[src/rtl/pipelined_control_unit.sv]
`default_nettype none
// ============================================================================
// Module      : pipelined_control_unit
// Description : Control path of a 5-stage RV32 pipeline. Decodes the ID-stage
//               opcode into a control bundle, carries it through the ID/EX,
//               EX/MEM and MEM/WB control registers, and resolves hazards:
//               external memory stall, multi-cycle mul/div occupancy of EX,
//               taken-branch flush and load-use stall (in that priority).
// Ports       : clk, rst_n                    clock, async active-low reset
//               i_op_id, i_funct7_id          ID-stage opcode / funct7
//               i_rs1_id, i_rs2_id, i_rd_id   ID-stage register indices
//               i_branch_taken_ex             branch in EX resolved taken
//               i_stall_ext                   freeze the whole pipe
//               o_*_ex / o_*_mem / o_*_wb     per-stage control outputs
//               o_stall_if_id, o_flush_if_id  front-end hold / squash
//               o_muldiv_busy                 mul/div occupying EX
// Revision    : 1.0 - initial release
// ============================================================================
module pipelined_control_unit #(
  parameter int REG_AW     = 5,
  parameter int MULDIV_EN  = 1,
  parameter int MULDIV_LAT = 4
) (
  input  logic              clk,
  input  logic              rst_n,
  input  logic [6:0]        i_op_id,
  input  logic [6:0]        i_funct7_id,
  input  logic [REG_AW-1:0] i_rs1_id,
  input  logic [REG_AW-1:0] i_rs2_id,
  input  logic [REG_AW-1:0] i_rd_id,
  input  logic              i_branch_taken_ex,
  input  logic              i_stall_ext,
  output logic              o_reg_write_ex,
  output logic              o_alu_src_ex,
  output logic              o_branch_ex,
  output logic [1:0]        o_alu_op_ex,
  output logic [6:0]        o_op_ex,
  output logic [REG_AW-1:0] o_rd_ex,
  output logic [REG_AW-1:0] o_rd_mem,
  output logic [REG_AW-1:0] o_rd_wb,
  output logic              o_reg_write_mem,
  output logic              o_mem_write_mem,
  output logic              o_mem_read_mem,
  output logic              o_mem_to_reg_mem,
  output logic              o_reg_write_wb,
  output logic              o_mem_to_reg_wb,
  output logic              o_stall_if_id,
  output logic              o_flush_if_id,
  output logic              o_muldiv_busy
);

  localparam logic [6:0] c_OP_LOAD   = 7'b0000011;
  localparam logic [6:0] c_OP_RTYPE  = 7'b0110011;
  localparam logic [6:0] c_OP_ITYPE  = 7'b0010011;
  localparam logic [6:0] c_OP_JAL    = 7'b1101111;
  localparam logic [6:0] c_OP_JALR   = 7'b1100111;
  localparam logic [6:0] c_OP_LUI    = 7'b0110111;
  localparam logic [6:0] c_OP_AUIPC  = 7'b0010111;
  localparam logic [6:0] c_OP_STORE  = 7'b0100011;
  localparam logic [6:0] c_OP_BRANCH = 7'b1100011;
  localparam logic [6:0] c_F7_MULDIV = 7'b0000001;

  localparam logic [0:0] S_IDLE = 1'b0;
  localparam logic [0:0] S_BUSY = 1'b1;

  // A latency of 1 means mul/div behaves like any single-cycle ALU op.
  localparam logic       c_LAT_MULTI = (MULDIV_LAT > 1);
  localparam logic [3:0] c_CNT_INIT  = (MULDIV_LAT > 1) ? 4'(MULDIV_LAT - 2) : 4'd0;
  localparam logic       c_MD_EN     = (MULDIV_EN != 0);

  typedef struct packed {
    logic              rw;
    logic              as;
    logic              br;
    logic [1:0]        aop;
    logic              mw;
    logic              mr;
    logic              m2r;
    logic              md;
    logic [REG_AW-1:0] rd;
    logic [6:0]        op;
  } ctrl_t;

  ctrl_t             w_dec;
  ctrl_t             r_idex;
  logic              r_exmem_rw, r_exmem_mw, r_exmem_mr, r_exmem_m2r;
  logic [REG_AW-1:0] r_exmem_rd;
  logic              r_memwb_rw, r_memwb_m2r;
  logic [REG_AW-1:0] r_memwb_rd;
  logic [0:0]        r_state;
  logic [3:0]        r_cnt;

  logic w_md_in_ex;
  logic w_load_use;

  // --------------------------------------------------------------------------
  // ID-stage decode
  // --------------------------------------------------------------------------
  always_comb begin
    w_dec    = '0;
    w_dec.rd = i_rd_id;
    w_dec.op = i_op_id;
    case (i_op_id)
      c_OP_LOAD: begin
        w_dec.rw  = 1'b1;
        w_dec.as  = 1'b1;
        w_dec.mr  = 1'b1;
        w_dec.m2r = 1'b1;
      end
      c_OP_RTYPE: begin
        w_dec.rw  = 1'b1;
        w_dec.aop = 2'b10;
        w_dec.md  = c_MD_EN && (i_funct7_id == c_F7_MULDIV);
      end
      c_OP_ITYPE, c_OP_JALR: begin
        w_dec.rw = 1'b1;
        w_dec.as = 1'b1;
      end
      c_OP_JAL, c_OP_LUI, c_OP_AUIPC: begin
        w_dec.rw = 1'b1;
      end
      c_OP_STORE: begin
        w_dec.as = 1'b1;
        w_dec.mw = 1'b1;
      end
      c_OP_BRANCH: begin
        w_dec.br  = 1'b1;
        w_dec.aop = 2'b01;
      end
      default: ;
    endcase
  end

  // --------------------------------------------------------------------------
  // Hazard detection
  // --------------------------------------------------------------------------
  // A mul/div op holds EX from the cycle it arrives (FSM still IDLE, counter
  // being loaded) until the BUSY cycle where the count reaches zero. The
  // arrival cycle must already freeze ID/EX, otherwise the op would slip
  // into EX/MEM after one cycle.
  assign w_md_in_ex = r_idex.md && c_LAT_MULTI;

  // rs2 is compared even for I-type ops: a spurious stall is harmless.
  assign w_load_use = r_idex.mr && (r_idex.rd != '0) &&
                      ((r_idex.rd == i_rs1_id) || (r_idex.rd == i_rs2_id));

  // Gated with rst_n so the front-end sees no hold/squash while in reset.
  assign o_stall_if_id = rst_n &&
                         (i_stall_ext || w_md_in_ex || (!i_branch_taken_ex && w_load_use));
  assign o_flush_if_id = rst_n && !i_stall_ext && !w_md_in_ex && i_branch_taken_ex;
  assign o_muldiv_busy = (r_state == S_BUSY);

  // --------------------------------------------------------------------------
  // Stage registers and mul/div FSM
  // --------------------------------------------------------------------------
  always_ff @(posedge clk or negedge rst_n) begin
    if (!rst_n) begin
      r_idex      <= '0;
      r_exmem_rw  <= 1'b0;
      r_exmem_mw  <= 1'b0;
      r_exmem_mr  <= 1'b0;
      r_exmem_m2r <= 1'b0;
      r_exmem_rd  <= '0;
      r_memwb_rw  <= 1'b0;
      r_memwb_m2r <= 1'b0;
      r_memwb_rd  <= '0;
      r_state     <= S_IDLE;
      r_cnt       <= 4'd0;
    end else if (!i_stall_ext) begin
      // MEM/WB advances in every non-frozen cycle.
      r_memwb_rw  <= r_exmem_rw;
      r_memwb_m2r <= r_exmem_m2r;
      r_memwb_rd  <= r_exmem_rd;

      if (w_md_in_ex) begin
        if (r_state == S_IDLE) begin
          r_state     <= S_BUSY;
          r_cnt       <= c_CNT_INIT;
          r_exmem_rw  <= 1'b0;
          r_exmem_mw  <= 1'b0;
          r_exmem_mr  <= 1'b0;
          r_exmem_m2r <= 1'b0;
          r_exmem_rd  <= '0;
        end else if (r_cnt == 4'd0) begin
          // Op leaves EX. IF/ID is still held this cycle, so ID/EX takes a
          // bubble rather than the held ID instruction.
          r_state     <= S_IDLE;
          r_exmem_rw  <= r_idex.rw;
          r_exmem_mw  <= r_idex.mw;
          r_exmem_mr  <= r_idex.mr;
          r_exmem_m2r <= r_idex.m2r;
          r_exmem_rd  <= r_idex.rd;
          r_idex      <= '0;
        end else begin
          r_cnt       <= r_cnt - 4'd1;
          r_exmem_rw  <= 1'b0;
          r_exmem_mw  <= 1'b0;
          r_exmem_mr  <= 1'b0;
          r_exmem_m2r <= 1'b0;
          r_exmem_rd  <= '0;
        end
      end else begin
        r_exmem_rw  <= r_idex.rw;
        r_exmem_mw  <= r_idex.mw;
        r_exmem_mr  <= r_idex.mr;
        r_exmem_m2r <= r_idex.m2r;
        r_exmem_rd  <= r_idex.rd;
        if (i_branch_taken_ex || w_load_use) begin
          r_idex <= '0;
        end else begin
          r_idex <= w_dec;
        end
      end
    end
  end

  assign o_reg_write_ex   = r_idex.rw;
  assign o_alu_src_ex     = r_idex.as;
  assign o_branch_ex      = r_idex.br;
  assign o_alu_op_ex      = r_idex.aop;
  assign o_op_ex          = r_idex.op;
  assign o_rd_ex          = r_idex.rd;
  assign o_reg_write_mem  = r_exmem_rw;
  assign o_mem_write_mem  = r_exmem_mw;
  assign o_mem_read_mem   = r_exmem_mr;
  assign o_mem_to_reg_mem = r_exmem_m2r;
  assign o_rd_mem         = r_exmem_rd;
  assign o_reg_write_wb   = r_memwb_rw;
  assign o_mem_to_reg_wb  = r_memwb_m2r;
  assign o_rd_wb          = r_memwb_rd;

endmodule
`default_nettype wire

[config.mk]
export PLATFORM = sky130hd
export DESIGN_NAME = pipelined_control_unit
export DESIGN_NICKNAME = d
export VERILOG_FILES = /design/src/rtl/pipelined_control_unit.sv
export SDC_FILE = /design/constraint.sdc
export NUM_CORES = 1
export LEC_CHECK = 0
export BUFFER_PORTS_ARGS = -buffer_cell sky130_fd_sc_hd__buf_2
export CORE_MARGIN = 2
export CORE_UTILIZATION = 44
export CTS_CLUSTER_DIAMETER = 100
export DETAILED_ROUTE_END_ITERATION = 8
export PLACE_DENSITY_LB_ADDON = 0.3
export SYNTH_ARGS = -nofsm -noshare
export SYNTH_HDL_FRONTEND = slang
export SYNTH_SLANG_ARGS = --single-unit
[constraint.sdc]
create_clock -name clk -period 2 [get_ports clk]
set_clock_uncertainty 0.1 [all_clocks]
set_input_delay 0.4 -clock clk [delete_from_list [all_inputs] [get_ports clk]]
set_output_delay 0.4 -clock clk [all_outputs]
set_load 0.1 [all_outputs]
==> key figures <==
Worst setup path
  • Critical Path AT: 1860 ps
  • Crit path capture type: primary output
  • Critical path's largest stage delay: 450 ps
  • Req. time, crit path: 1500 ps
  • Type of origin of the critical path: flip-flop
  • Max FO, Critical Path: 5
  • Crit-path slowest cell: dfrtp_2
  • CP Class: reg -> out
  • Critical path cell sequence: xnor2_1 -> nand3_1 -> o22ai_2 -> nand3b_1 -> a21boi_4 -> buf_12

Route
  • Detailed Routing Iterations Pass 1: 4
  • DR WL/cell: 15.1 µm
  • ANT nets after route: 0
  • Routed via count: 1500
  • Residual DRC: 0
  • 1st-iter DRT viols: 57
  • Via/cell ratio: 5.28
  • Drt total wl: 4.28 mm

Clock tree
  • Clk slew on worst S/H paths: 70 ps
  • H-tree levels: 2
  • Max clock buf depth: 2
  • Sinks on Clock Net: 39
  • TritonCTS clock tree: done
  • Number of hold buffers added after CTS: 0
  • Worst-Skew Late Latency: 290 ps
  • Clock Tree Root: clkbuf_8
  • Num CTS Buffers: 5

Synth
  • Sequential fraction of the synthesis area: 51.4%
  • Mapped Area: 0.00190 mm²
  • Area fraction of the dominant cell type after synthesis: 51.4%
  • Async SR Flop Fraction: 100%
  • Post-synth EDFFs: 0
  • Yosys cell types: 35
  • Post-Syn Area per Cell: 11.8 µm²
  • Largest cells by area after synthesis: dfrtp_1 51%, a22o_2 6.3%, a22o_1 6.0%
  • Post-synth net total: 195
  • Mapped Cells: 161
  • Synth area leader: dfrtp_1
  • Top_reg_cell synth: dfrtp_1
  • Number of synthesized register bits: 39
  • Warnings, synthesis: 0

Layout
  • Commonest non-fill, non-tap cell in the layout: buf_2
  • Highest-count cells in the layout ignoring fill and taps: 66 x buf_2, 37 x dfrtp_1, 13 x a22o_1
  • Ant diodes: 0
  • Layout cell share with drive strength beyond 1: 54.3%
  • Area growth from synthesis to layout: 34.5%
  • Final nets: 267
  • Fillers: 328
  • Layout Cells excl Fill: 284

Job
  • Max_cap viols: 0

Global routing
  • Vias in the first global route: 1453
  • Global Route Usage Sum: 17.7%
  • Remaining global-route overflow: 0
  • Largest net degree at the start of global routing: 21
  • First-pass GRT wire length: 6.85 mm
  • Initial antenna violation count: 0

Power
  • Power per cell area: 794 mW/mm²
  • Leakage power: 1.33 nW
  • Peak supply drop: 0.330 mV

Place
  • Cells after DPL: 270
  • Number of port buffers: 68
  • GP Congestion: 0.801
  • Post-DP HPWL: 3.03 mm
  • Dpl ws: -16.3 ps

Die
  • Die height: 69.7 µm
  • Die width: 69.7 µm
  • Top Ports: 69
  • Die Area: 0.00486 mm²
  • Core area: 0.00409 mm²
  • # rows: 23
  • Initial Utilization: 46.4%

Timing
  • Setup TNS Final: -2730 ps
  • Setup violations, final: 20
  • RSZ-0062 raised after global routing: yes
  • Min Tclk post-route: 2360 ps
  • PnR worst setup slack: -363 ps
  • Tcrit/Tclk final: 118%
  • Fin. max-slew vios: 0
  • Worst slew margin: 59.6%
  • Hold Fails Final Rpt: 0
  • Fmax: 423 MHz
  • Worst Tran Pin Value: 606 ps

Status
  • Status: finished, violations left
  • Failing checks: setup timing

Min path
  • HP Class: in -> async
per-layer routing:
layer,global-route usage [%],wire length (µm),vias up
met5,0,0,-
met4,7.91,76,0
met3,6.10,277,10
met2,26.6,2080,53
met1,23.1,1840,703
li1,-,-,734
state kept, by name (all words and copies together), names as in the netlist, 2 cells and up:
| register | flops |
|---|---|
| r_idex | 2 |
| o_rd_wb | 5 |
| r_cnt | 4 |
| o_op_ex | 7 |
| o_rd_mem | 5 |
| o_rd_ex | 5 |
final timing paths:
kind / startpoint / endpoint / slack, ps / cells after the start
setup / recovery: o_rd_ex[3]$_DFFE_PN0P_ / o_stall_if_id / -360 / 6
hold / removal: rst_n / o_rd_ex[1]$_DFFE_PN0P_ / 10 / 2
setup reg to reg: o_rd_ex[0]$_DFFE_PN0P_ / r_idex[15]$_DFFE_PN0P_ / -140 / 8
hold reg to reg: o_rd_wb[1]$_DFFE_PN0N_ / o_rd_wb[1]$_DFFE_PN0N_ / 400 / 1
max in group asynchronous: rst_n / o_muldiv_busy$_DFFE_PN0P_ / 1570 / 2
min in group clk: i_rd_id[4] / o_rd_ex[4]$_DFFE_PN0P_ / 220 / 2
area by class of cell:
class	instances	area [µm²]	share of cell area (%)
flip-flops and latches	39	978	38.3
multi-input cells	96	847	33.2
repair buffers	86	564	22.1
clock buffers	7	76.3	2.99
well taps	50	62.6	2.45
inverters	5	18.8	0.735
clock inverters	1	5.00	0.196
cell usage after synthesis (all sizes together) (2+ instances only):
| library cell | n |
|---|---|
| clkbuf | 5 |
| and3 | 2 |
| nor4b | 2 |
| xnor2 | 10 |
| mux2 | 7 |
| dfrtp | 39 |
| nand2 | 6 |
| a21o | 2 |
| buf | 16 |
| nor2b | 4 |
| nand4b | 2 |
| nand3 | 4 |
| a32o | 4 |
| o22ai | 3 |
| nor2 | 8 |
| o21ai | 3 |
| a22o | 25 |
| inv | 5 |
timing repair:
action                                  in CTS  in global routing
gates resized for setup                      0                 14
buffers inserted                             1                  2
cloned                                       0                  3
pin swaps                                    2                  7
endpoints found under the setup margin       5                 20
hold endpoints to repair                     0                  0
metrics by stage:
stage / instance area (µm²) / power (W) / hold WS, ps / utilization (%)
floorplan: 1920 / 0.00137 / 4.41 / -
global placement: 2310 / 0.00150 / 332 / 56.6
detailed placement: 2310 / 0.00150 / 336 / 56.6
CTS: 2400 / 0.00200 / 14.5 / 58.7
global route: 2550 / 0.00211 / 39.7 / 62.5
finish: 2550 / 0.00203 / 11.8 / 62.5
where the power goes:
group,internal [W],switching [W],leakage [nW]
clock,0.000244,0.000256,0.0422
sequential,0.000834,0.0000300,0.517
combinational,0.000183,0.000481,0.773
total,0.00126,0.000767,1.33
cell families after synthesis:
kind of cell	count (synthesis)	synth area share (%)
DFF	39	51.4
xor gates and xnor gates	10	4.61
adders and majority gates	1	0.659
and+or+nand+nor	34	9.89
muxes	7	4.15
AOI/OAI and AO/OA	44	20.8
buffers and inverters	26	8.50
critical path, delay by kind of cell (launching register included):
kind | cells | cell delay [ps]
compound gates | 2 | 420
buf+inv | 1 | 190
flops | 1 | 450
simple gates | 2 | 290
xor+xnor | 1 | 210
(Power assumes the default switching activity.)
